## config.mk

```make
export PLATFORM = sky130hd
export DESIGN_NAME = alu_sequencer
export DESIGN_NICKNAME = d
export VERILOG_FILES = /design/src/rtl/alu_sequencer.sv
export SDC_FILE = /design/constraint.sdc
export NUM_CORES = 1
export LEC_CHECK = 0
export CORE_UTILIZATION = 38
export DETAILED_ROUTE_END_ITERATION = 12
export PLACE_DENSITY = 0.84
export SETUP_SLACK_MARGIN = 0.2
export SLEW_MARGIN = 20
export SYNTH_ARGS = -nofsm -noshare
export SYNTH_HDL_FRONTEND = slang
export SYNTH_SLANG_ARGS = --single-unit
```

## constraint.sdc

```tcl
create_clock -name clock -period 1.5 [get_ports clock]
set_input_delay 0.3 -clock clock [delete_from_list [all_inputs] [get_ports clock]]
set_output_delay 0.3 -clock clock [all_outputs]
set_load 0.01 [all_outputs]
```

## src/rtl/alu_sequencer.sv

```systemverilog
// ---------------------------------------------------------------------------
// alu_sequencer
//
// Issue/capture controller placed in front of the combinational mini_cpu ALU.
// One operation is accepted at a time over a valid/ready request interface.
// Operands and opcode are registered and held stable on alu_a/alu_b/alu_op.
// The controller then waits an op-class-dependent number of settle cycles,
// because mul and div are deep combinational paths. It then captures
// Zhigh/Zlow into result registers and presents them over a valid/ready
// result interface.
//
// Optional feature (compile-time macro ALU_SEQ_DIV0_CHECK_EN):
//   defined   - a div whose req_b is zero is treated as an illegal op.
//               It completes after one cycle with res_err=1 and a zero result.
//   undefined - a div by zero runs the normal DIV_WAIT and captures whatever
//               the ALU drives, with res_err=0.
//
// Ports:
//   clock      in   1   system clock, rising edge
//   clear      in   1   asynchronous active-low reset
//   req_valid  in   1   request present
//   req_ready  out  1   request accepted on this edge if req_valid is high
//   req_op     in   5   ALU opcode
//   req_a      in  32   operand A
//   req_b      in  32   operand B
//   alu_a      out 32   registered A driven to the ALU
//   alu_b      out 32   registered B driven to the ALU
//   alu_op     out  5   registered opcode driven to the ALU
//   alu_zlo    in  32   ALU Zlow output
//   alu_zhi    in  32   ALU Zhigh output
//   res_valid  out  1   result registers hold a result
//   res_ready  in   1   consumer takes the result on this edge if res_valid
//   res_lo     out 32   captured low word
//   res_hi     out 32   captured high word
//   res_err    out  1   result is an error (illegal op / div by zero)
//   busy       out  1   high in WAIT or DONE
// ---------------------------------------------------------------------------
module alu_sequencer #(
    parameter int SIMPLE_WAIT = 1,
    parameter int MUL_WAIT    = 4,
    parameter int DIV_WAIT    = 8,
    parameter int CNT_W       = 4
) (
    input  logic        clock,
    input  logic        clear,
    input  logic        req_valid,
    output logic        req_ready,
    input  logic [4:0]  req_op,
    input  logic [31:0] req_a,
    input  logic [31:0] req_b,
    output logic [31:0] alu_a,
    output logic [31:0] alu_b,
    output logic [4:0]  alu_op,
    input  logic [31:0] alu_zlo,
    input  logic [31:0] alu_zhi,
    output logic        res_valid,
    input  logic        res_ready,
    output logic [31:0] res_lo,
    output logic [31:0] res_hi,
    output logic        res_err,
    output logic        busy
);

    localparam logic [4:0] OP_MUL = 5'b01111;
    localparam logic [4:0] OP_DIV = 5'b10000;

    typedef enum logic [1:0] {
        S_IDLE = 2'd0,
        S_WAIT = 2'd1,
        S_DONE = 2'd2
    } state_t;

    state_t             r_state;
    state_t             w_state_nxt;
    logic [CNT_W-1:0]   r_cnt;
    logic [31:0]        r_alu_a;
    logic [31:0]        r_alu_b;
    logic [4:0]         r_alu_op;
    logic               r_illegal;
    logic [31:0]        r_res_lo;
    logic [31:0]        r_res_hi;
    logic               r_res_err;
    logic               r_res_valid;

    logic               w_req_ready;
    logic               w_accept;
    logic               w_capture;
    logic               w_retire;
    logic               w_req_illegal;
    logic [CNT_W-1:0]   w_cnt_init;

    // Opcode decode: every code outside this list is illegal.
    function automatic logic op_is_legal(input logic [4:0] op);
        case (op)
            5'b00011, 5'b01100,                 // add
            5'b00100,                           // sub
            5'b01010, 5'b01101,                 // and
            5'b01011, 5'b01110,                 // or
            5'b00101, 5'b00110,                 // shr, shra
            5'b00111,                           // shl
            5'b01000, 5'b01001,                 // ror, rol
            5'b10001,                           // neg
            5'b10010,                           // not
            5'b01111,                           // mul
            5'b10000:                           // div
                op_is_legal = 1'b1;
            default:
                op_is_legal = 1'b0;
        endcase
    endfunction

    // Counter start value is (settle cycles - 1).
    // The capture happens on the edge where the counter is already zero.
    function automatic logic [CNT_W-1:0] wait_init(input logic [4:0] op,
                                                   input logic       illegal);
        if (illegal)
            wait_init = '0;
        else if (op == OP_MUL)
            wait_init = CNT_W'(MUL_WAIT - 1);
        else if (op == OP_DIV)
            wait_init = CNT_W'(DIV_WAIT - 1);
        else
            wait_init = CNT_W'(SIMPLE_WAIT - 1);
    endfunction

`ifdef ALU_SEQ_DIV0_CHECK_EN
    assign w_req_illegal = !op_is_legal(req_op) ||
                           ((req_op == OP_DIV) && (req_b == 32'd0));
`else
    assign w_req_illegal = !op_is_legal(req_op);
`endif

    assign w_cnt_init  = wait_init(req_op, w_req_illegal);

    // Ready in IDLE, or in DONE when the current result leaves on this edge.
    // The second case gives back-to-back issue.
    assign w_req_ready = (r_state == S_IDLE) ||
                         ((r_state == S_DONE) && res_ready);
    assign w_accept    = req_valid && w_req_ready;
    assign w_capture   = (r_state == S_WAIT) && (r_cnt == '0);
    assign w_retire    = (r_state == S_DONE) && res_ready;

    // State register
    always_ff @(posedge clock or negedge clear) begin
        if (!clear)
            r_state <= S_IDLE;
        else
            r_state <= w_state_nxt;
    end

    // Next-state logic
    always_comb begin
        w_state_nxt = r_state;
        case (r_state)
            S_IDLE: begin
                if (req_valid)
                    w_state_nxt = S_WAIT;
            end
            S_WAIT: begin
                if (r_cnt == '0)
                    w_state_nxt = S_DONE;
            end
            S_DONE: begin
                if (res_ready)
                    w_state_nxt = req_valid ? S_WAIT : S_IDLE;
            end
            default: w_state_nxt = S_IDLE;
        endcase
    end

    // Issue side: operand registers and settle counter
    always_ff @(posedge clock or negedge clear) begin
        if (!clear) begin
            r_alu_a   <= '0;
            r_alu_b   <= '0;
            r_alu_op  <= '0;
            r_cnt     <= '0;
            r_illegal <= 1'b0;
        end else if (w_accept) begin
            r_alu_a   <= req_a;
            r_alu_b   <= req_b;
            r_alu_op  <= req_op;
            r_cnt     <= w_cnt_init;
            r_illegal <= w_req_illegal;
        end else if ((r_state == S_WAIT) && (r_cnt != '0)) begin
            r_cnt <= r_cnt - 1'b1;
        end
    end

    // Capture side: result registers keep their values after retirement.
    always_ff @(posedge clock or negedge clear) begin
        if (!clear) begin
            r_res_lo    <= '0;
            r_res_hi    <= '0;
            r_res_err   <= 1'b0;
            r_res_valid <= 1'b0;
        end else if (w_capture) begin
            r_res_valid <= 1'b1;
            r_res_err   <= r_illegal;
            r_res_lo    <= r_illegal ? 32'd0 : alu_zlo;
            r_res_hi    <= r_illegal ? 32'd0 : alu_zhi;
        end else if (w_retire) begin
            r_res_valid <= 1'b0;
        end
    end

    assign req_ready = w_req_ready;
    assign alu_a     = r_alu_a;
    assign alu_b     = r_alu_b;
    assign alu_op    = r_alu_op;
    assign res_valid = r_res_valid;
    assign res_lo    = r_res_lo;
    assign res_hi    = r_res_hi;
    assign res_err   = r_res_err;
    assign busy      = (r_state != S_IDLE);

endmodule

```

-- Word level (Yosys, flattened, before mapping)
Memory sizes are Yosys's and may differ from the RTL's.
Cells that the tools add are included.
- RAM bits: 0
- input port bits: 137
- logic and storage cells: 46
- memories: 1
- latch bits: 0
- bits in read-only memories: 32
- output and inout bits: 137
- bits in registers: 142
- add/sub/neg operators: 1
- muxes and demuxes: 14
- reductions and logical operators: 13
- order comparisons: 0
- eq/ne operators: 7
- $mul: 0
- shift-type cells: 0
- div/mod/pow operators: 0
- bitwise operators: 0
- memory list (name ; words ; bits a word ; rd ports ; clocked after memory_dff ; wr ports ; line ; text):
    (no name shown) ; 32 ; 1 ; 1 ; 0 ; 0 ; 94 ; case (op)
- operators with widths (operator ; count):
    two-way mux 32 bit ; 2
    two-way mux 4 bit ; 4
    two-way mux 2 bit ; 3
    one-hot mux 2 bit (3 select lines) ; 1
    nonzero test 2 bit ; 3
    equality test 5 x 4 -> 1 bit (second input constant) ; 1
    equality test 5 bit (second input constant) ; 1
    logical AND 1 bit ; 4
    logical NOT 4 bit ; 1
    inequality test 2 bit (second input constant) ; 2
    nonzero test 4 bit ; 1
    subtractor 4 x 1 -> 4 bit (second input constant) ; 1
    two-way mux 1 bit ; 3
    two-way mux 3 bit ; 1
    AND reduction 3 bit ; 1
    equality test 2 x 1 -> 1 bit (second input constant) ; 1
    equality test 2 bit (second input constant) ; 1
    logical NOT 2 bit ; 1
    inequality test 2 x 1 -> 1 bit (second input constant) ; 1
    logical NOT 1 bit ; 1
    logical OR 1 bit ; 1

-- Logic depth before layout (Yosys ltp)
- depth after elaboration: 5
- gate-level depth with buffers: 7
- gate-level depth less buffers: 5

-- Least setup slack after synthesis
Ideal clock, no wire load.
- kind: flip-flop to flip-flop
- start point: reg r_cnt[0]
- end point: reg r_res_lo[10], in the netlist res_lo[10]
- setup time: 125 ps
- required time: 1375 ps
- arrival: 1535 ps
- path buffers: 2
- clock period less this slack: 1660 ps
- setup slack: -160 ps
- cell stages (with the launch flop): 8
- path through: dfrtp_1 > inv_1 > ha_1 > nor3b_2 > nand2_2 > buf_6 > buf_6 > mux2_4
- word-level cells in the longest chain between the ends: 2
- RTL lines (item ; line ; text):
    from (decl) ; 75 ; logic [CNT_W-1:0] r_cnt;
    from (signal assigned) ; 183 ; r_cnt <= w_cnt_init;
    from (signal assigned) ; 186 ; r_cnt <= r_cnt - 1'b1;
    logical NOT 4 bit ; 140 ; assign w_capture = (r_state == S_WAIT) && (r_cnt == '0);
    logical AND 1 bit ; 140 ;
    to (signal assigned) ; 200 ; r_res_lo <= r_illegal ? 32'd0 : alu_zlo;
    to (decl) ; 80 ; logic [31:0] r_res_lo;
No other way between the ends.
A chain may end at the register's enable or synchronous reset.

-- Worst setup path after layout
- start point: reg r_cnt[0]
- end point: reg r_res_lo[3], in the netlist res_lo[3]
The elaborated chain is that of the path after synthesis.

==> results.sh <==
export IMPL_outcome="finished, violations left"
export IMPL_violations="setup timing"
export IMPL_start_util_pct=39.2
export IMPL_drt_first_pass_iters=4
export IMPL_p_leak_nw=4.82
export IMPL_clockBufferDepth=2
export IMPL_power_frac_clock_pct=20.8
export IMPL_grt_overflow=0
export IMPL_period_share_pct=109
export IMPL_rsz0062_at_grt="true"
export IMPL_area_delta_synth_final_pct=64.0
export IMPL_power_share_combinational_pct=47.4
export IMPL_critical_path_max_fanout=30
export IMPL_antenna_found_initial=0
export IMPL_core_um2=15300
export IMPL_crit_type="register to register"
export IMPL_finalSetupViolations=131
export IMPL_grt_pass1_vias=4957
export IMPL_synth_distinct_cells=33
export IMPL_numPortBuffers=273
export IMPL_max_freq_ghz=0.613
export IMPL_antennaDiodeCount=0
export IMPL_placed_cell_area_um2=9410
export IMPL_synth_top_area_share_pct=59.1
export IMPL_syn_area_per_cell_um2=14.9
export IMPL_grt_max_degree=67
export IMPL_fin_skew_ns=0.00549
export IMPL_routed_wl_mm=16.2
export IMPL_wl_per_cell_um=16.8
export IMPL_gp_congestion=0.728
export IMPL_required_ns=1.80
export IMPL_clock_latency_ns=0.42
export IMPL_clockRootBuffer="clkbuf_16"
export IMPL_ant_nets=0
export IMPL_grt_pass1_wl_mm=25.5
export IMPL_worst_setup_path_end_kind="register"
export IMPL_syn_inst=404
export IMPL_postSynthRegisterBits=142
export IMPL_power_switching_w=0.00676
export IMPL_drv_cap=0
export IMPL_ios=274
export IMPL_p_int_w=0.0143
export IMPL_cts_made_buffers=17
export IMPL_hold_path_class="input port to async pin"
export IMPL_drv_slew=0
export IMPL_clk_pin_slew_ns=0.06
export IMPL_vdd_drop_max_uv=1290
export IMPL_min_period_ns=1.63
export IMPL_synthTopCellsByCount="dfrtp_1 (142), mux2_2 (106), nor2b_1 (66)"
export IMPL_yosysSeqAreaShare_pct=59.1
export IMPL_arrival_ns=1.93
export IMPL_die_y_um=128
export IMPL_place_ws_ns=-0.388
export IMPL_synth_edf_count=0
export IMPL_mappedNetlistArea_um2=6010
export IMPL_drive_above_1_share_pct=51.5
export IMPL_die_x_um=128
export IMPL_final_nets=882
export IMPL_yosysWarnings=0
export IMPL_num_rows=45
export IMPL_track_usage_pct=20.4
export IMPL_tightest_slew_ns=0.481
export IMPL_clkSinkCount=142
export IMPL_drc=0
export IMPL_hold_viol=0
export IMPL_syn_num_nets=542
export IMPL_hpwl_mm=11.2
export IMPL_max_slew_margin_pct=67.6
export IMPL_dieArea_um2=16300
export IMPL_synthMostInstantiatedCell="dfrtp_1"
export IMPL_vias=4492
export IMPL_startpoint_type="register"
export IMPL_synth_largest_area_cell="dfrtp_1"
export IMPL_synthArstFlopShare_pct=100
export IMPL_routed_via_density=4.64
export IMPL_ys_top_cells_by_area="dfrtp_1 (59%), mux2_2 (20%), mux2_4 (7.0%)"
export IMPL_cts_htree_levels=4
export IMPL_design_area_um2=9850
export IMPL_seq_power_share_pct=31.9
export IMPL_p_per_area_nw_per_um2=2140
export IMPL_p_sw_share_pct=32.0
export IMPL_fin_ws_ns=-0.132
export IMPL_drt_iter0_drc=138
export IMPL_cts_tree="done"
export IMPL_synth_main_ff_cell="dfrtp_1"
## kinds of logic (layout without fill, tap and decap cells)
family / after synthesis / after routing / share of synthesized area [%]
AND/OR/NAND/NOR: 88 / 89 / 9.29
XOR/XNOR: 1 / 1 / 0.146
adder cells (fa/ha/maj): 1 / 1 / 0.208
multiplexers: 137 / 137 / 27.4
flip-flops: 142 / 142 / 59.1
buffers and inverters: 24 / 376 / 2.56
AO/OA/AOI/OAI: 11 / 11 / 1.29
## state kept, by name, summed over array words and instances, names as in the netlist
| register | flops |
|---|---|
| alu_b | 32 |
| alu_a | 32 |
| r_cnt | 4 |
| res_hi | 32 |
| res_valid | 1 |
| alu_op | 5 |
| r_state | 2 |
| r_illegal | 1 |
| res_lo | 32 |
| res_err | 1 |
## power by group through the flow
stage               Sequential (W)  Clock (W)  Combinational, W
finish                     0.00672    0.00439           0.00999
global route               0.00694    0.00462            0.0107
floorplan                  0.00757          0           0.00461
global placement           0.00673          0            0.0104
CTS                        0.00672    0.00447           0.00984
detailed placement         0.00683          0            0.0107
## what timing repair did
action / 4_1_cts / 5_1_grt
gates cloned: 4 / 2
endpoints found under the setup margin: 277 / 147
hold buffers: 1 / 0
setup buffers: 23 / 5
endpoints found under the hold margin: 38 / 0
gates resized for setup: 577 / 7
pin swaps: 9 / 5
## layout make-up
type / instances / area [um2]
tap: 211 / 264
clock inverter: 10 / 135
inverter: 2 / 7.51
timing repair buffer: 342 / 2850
multi-input combinational: 239 / 2560
sequential: 142 / 3550
fill: 1119 / 5460
clock buffer: 22 / 484
## worst max-delay path, cell delays in order (launching register included)
cell     delay, ns
dfrtp_1       0.39
inv_2         0.09
ha_4          0.14
nor3b_4       0.24
nand2_4       0.12
buf_12        0.20
mux2_4        0.31
## through the flow
| stage | cells | hold slack [ns] | total power (W) | util, % | setup TNS [ns] |
|---|---|---|---|---|---|
| after global routing | 968 | 0.418 | 0.0222 | 64.3 | -16.80 |
| final | 968 | 0.374 | 0.0211 | 64.3 | -10.61 |
| after floorplan | 404 | 0.00441 | 0.0122 | - | -2.72 |
| after global placement | 901 | 0.252 | 0.0171 | 61.4 | -22.07 |
| after CTS | 961 | 0.380 | 0.0210 | 63.6 | -8.21 |
| after detailed placement | 901 | 0.259 | 0.0175 | 61.4 | -27.91 |
## metal layers
layer / global-route usage, % / share of wire [%] / vias up
met5: 0 / 0 / -
li1: - / - / 2064
met3: 5.93 / 6.6 / 22
met2: 37.6 / 54 / 161
met4: 7.61 / 1.6 / 0
met1: 22.1 / 38 / 2245
## final timing paths
| check | startpoint | endpoint | slack [ns] | cells past startpoint |
|---|---|---|---|---|
| max | r_cnt[0]$_DFFE_PN0P_ | res_lo[3]$_DFFE_PN0P_ | -0.13 | 6 |
| min | clear | res_lo[4]$_DFFE_PN0P_ | 0.37 | 2 |
| max reg2reg | r_cnt[0]$_DFFE_PN0P_ | res_lo[3]$_DFFE_PN0P_ | -0.13 | 6 |
| min reg2reg | res_hi[22]$_DFFE_PN0P_ | res_hi[22]$_DFFE_PN0P_ | 0.50 | 1 |
| max in group asynchronous | clear | res_lo[2]$_DFFE_PN0P_ | 0.55 | 3 |
| min in group clock | req_a[30] | alu_a[30]$_DFFE_PN0N_ | 0.49 | 2 |
## cells in the final DEF (no fill, tap or decap), types with 2 or more instances in the layout
master           instances
mux2_4                  73
dfrtp_1                141
nand2_4                  2
clkbuf_16               19
nand2b_4                 4
o221ai_1                 2
bufinv_16                3
o21ai_0                  3
inv_2                    2
clkinv_2                 4
nand2_1                  4
clkdlybuf4s50_1        135
buf_4                   40
mux2_2                  61
buf_16                   3
buf_2                  135
buf_12                   9
buf_6                   15
nor2b_1                 65
buf_8                    2
clkbuf_8                 4
mux2i_1                  3
clkinv_4                 2
Power figures use the tool's default switching activity.
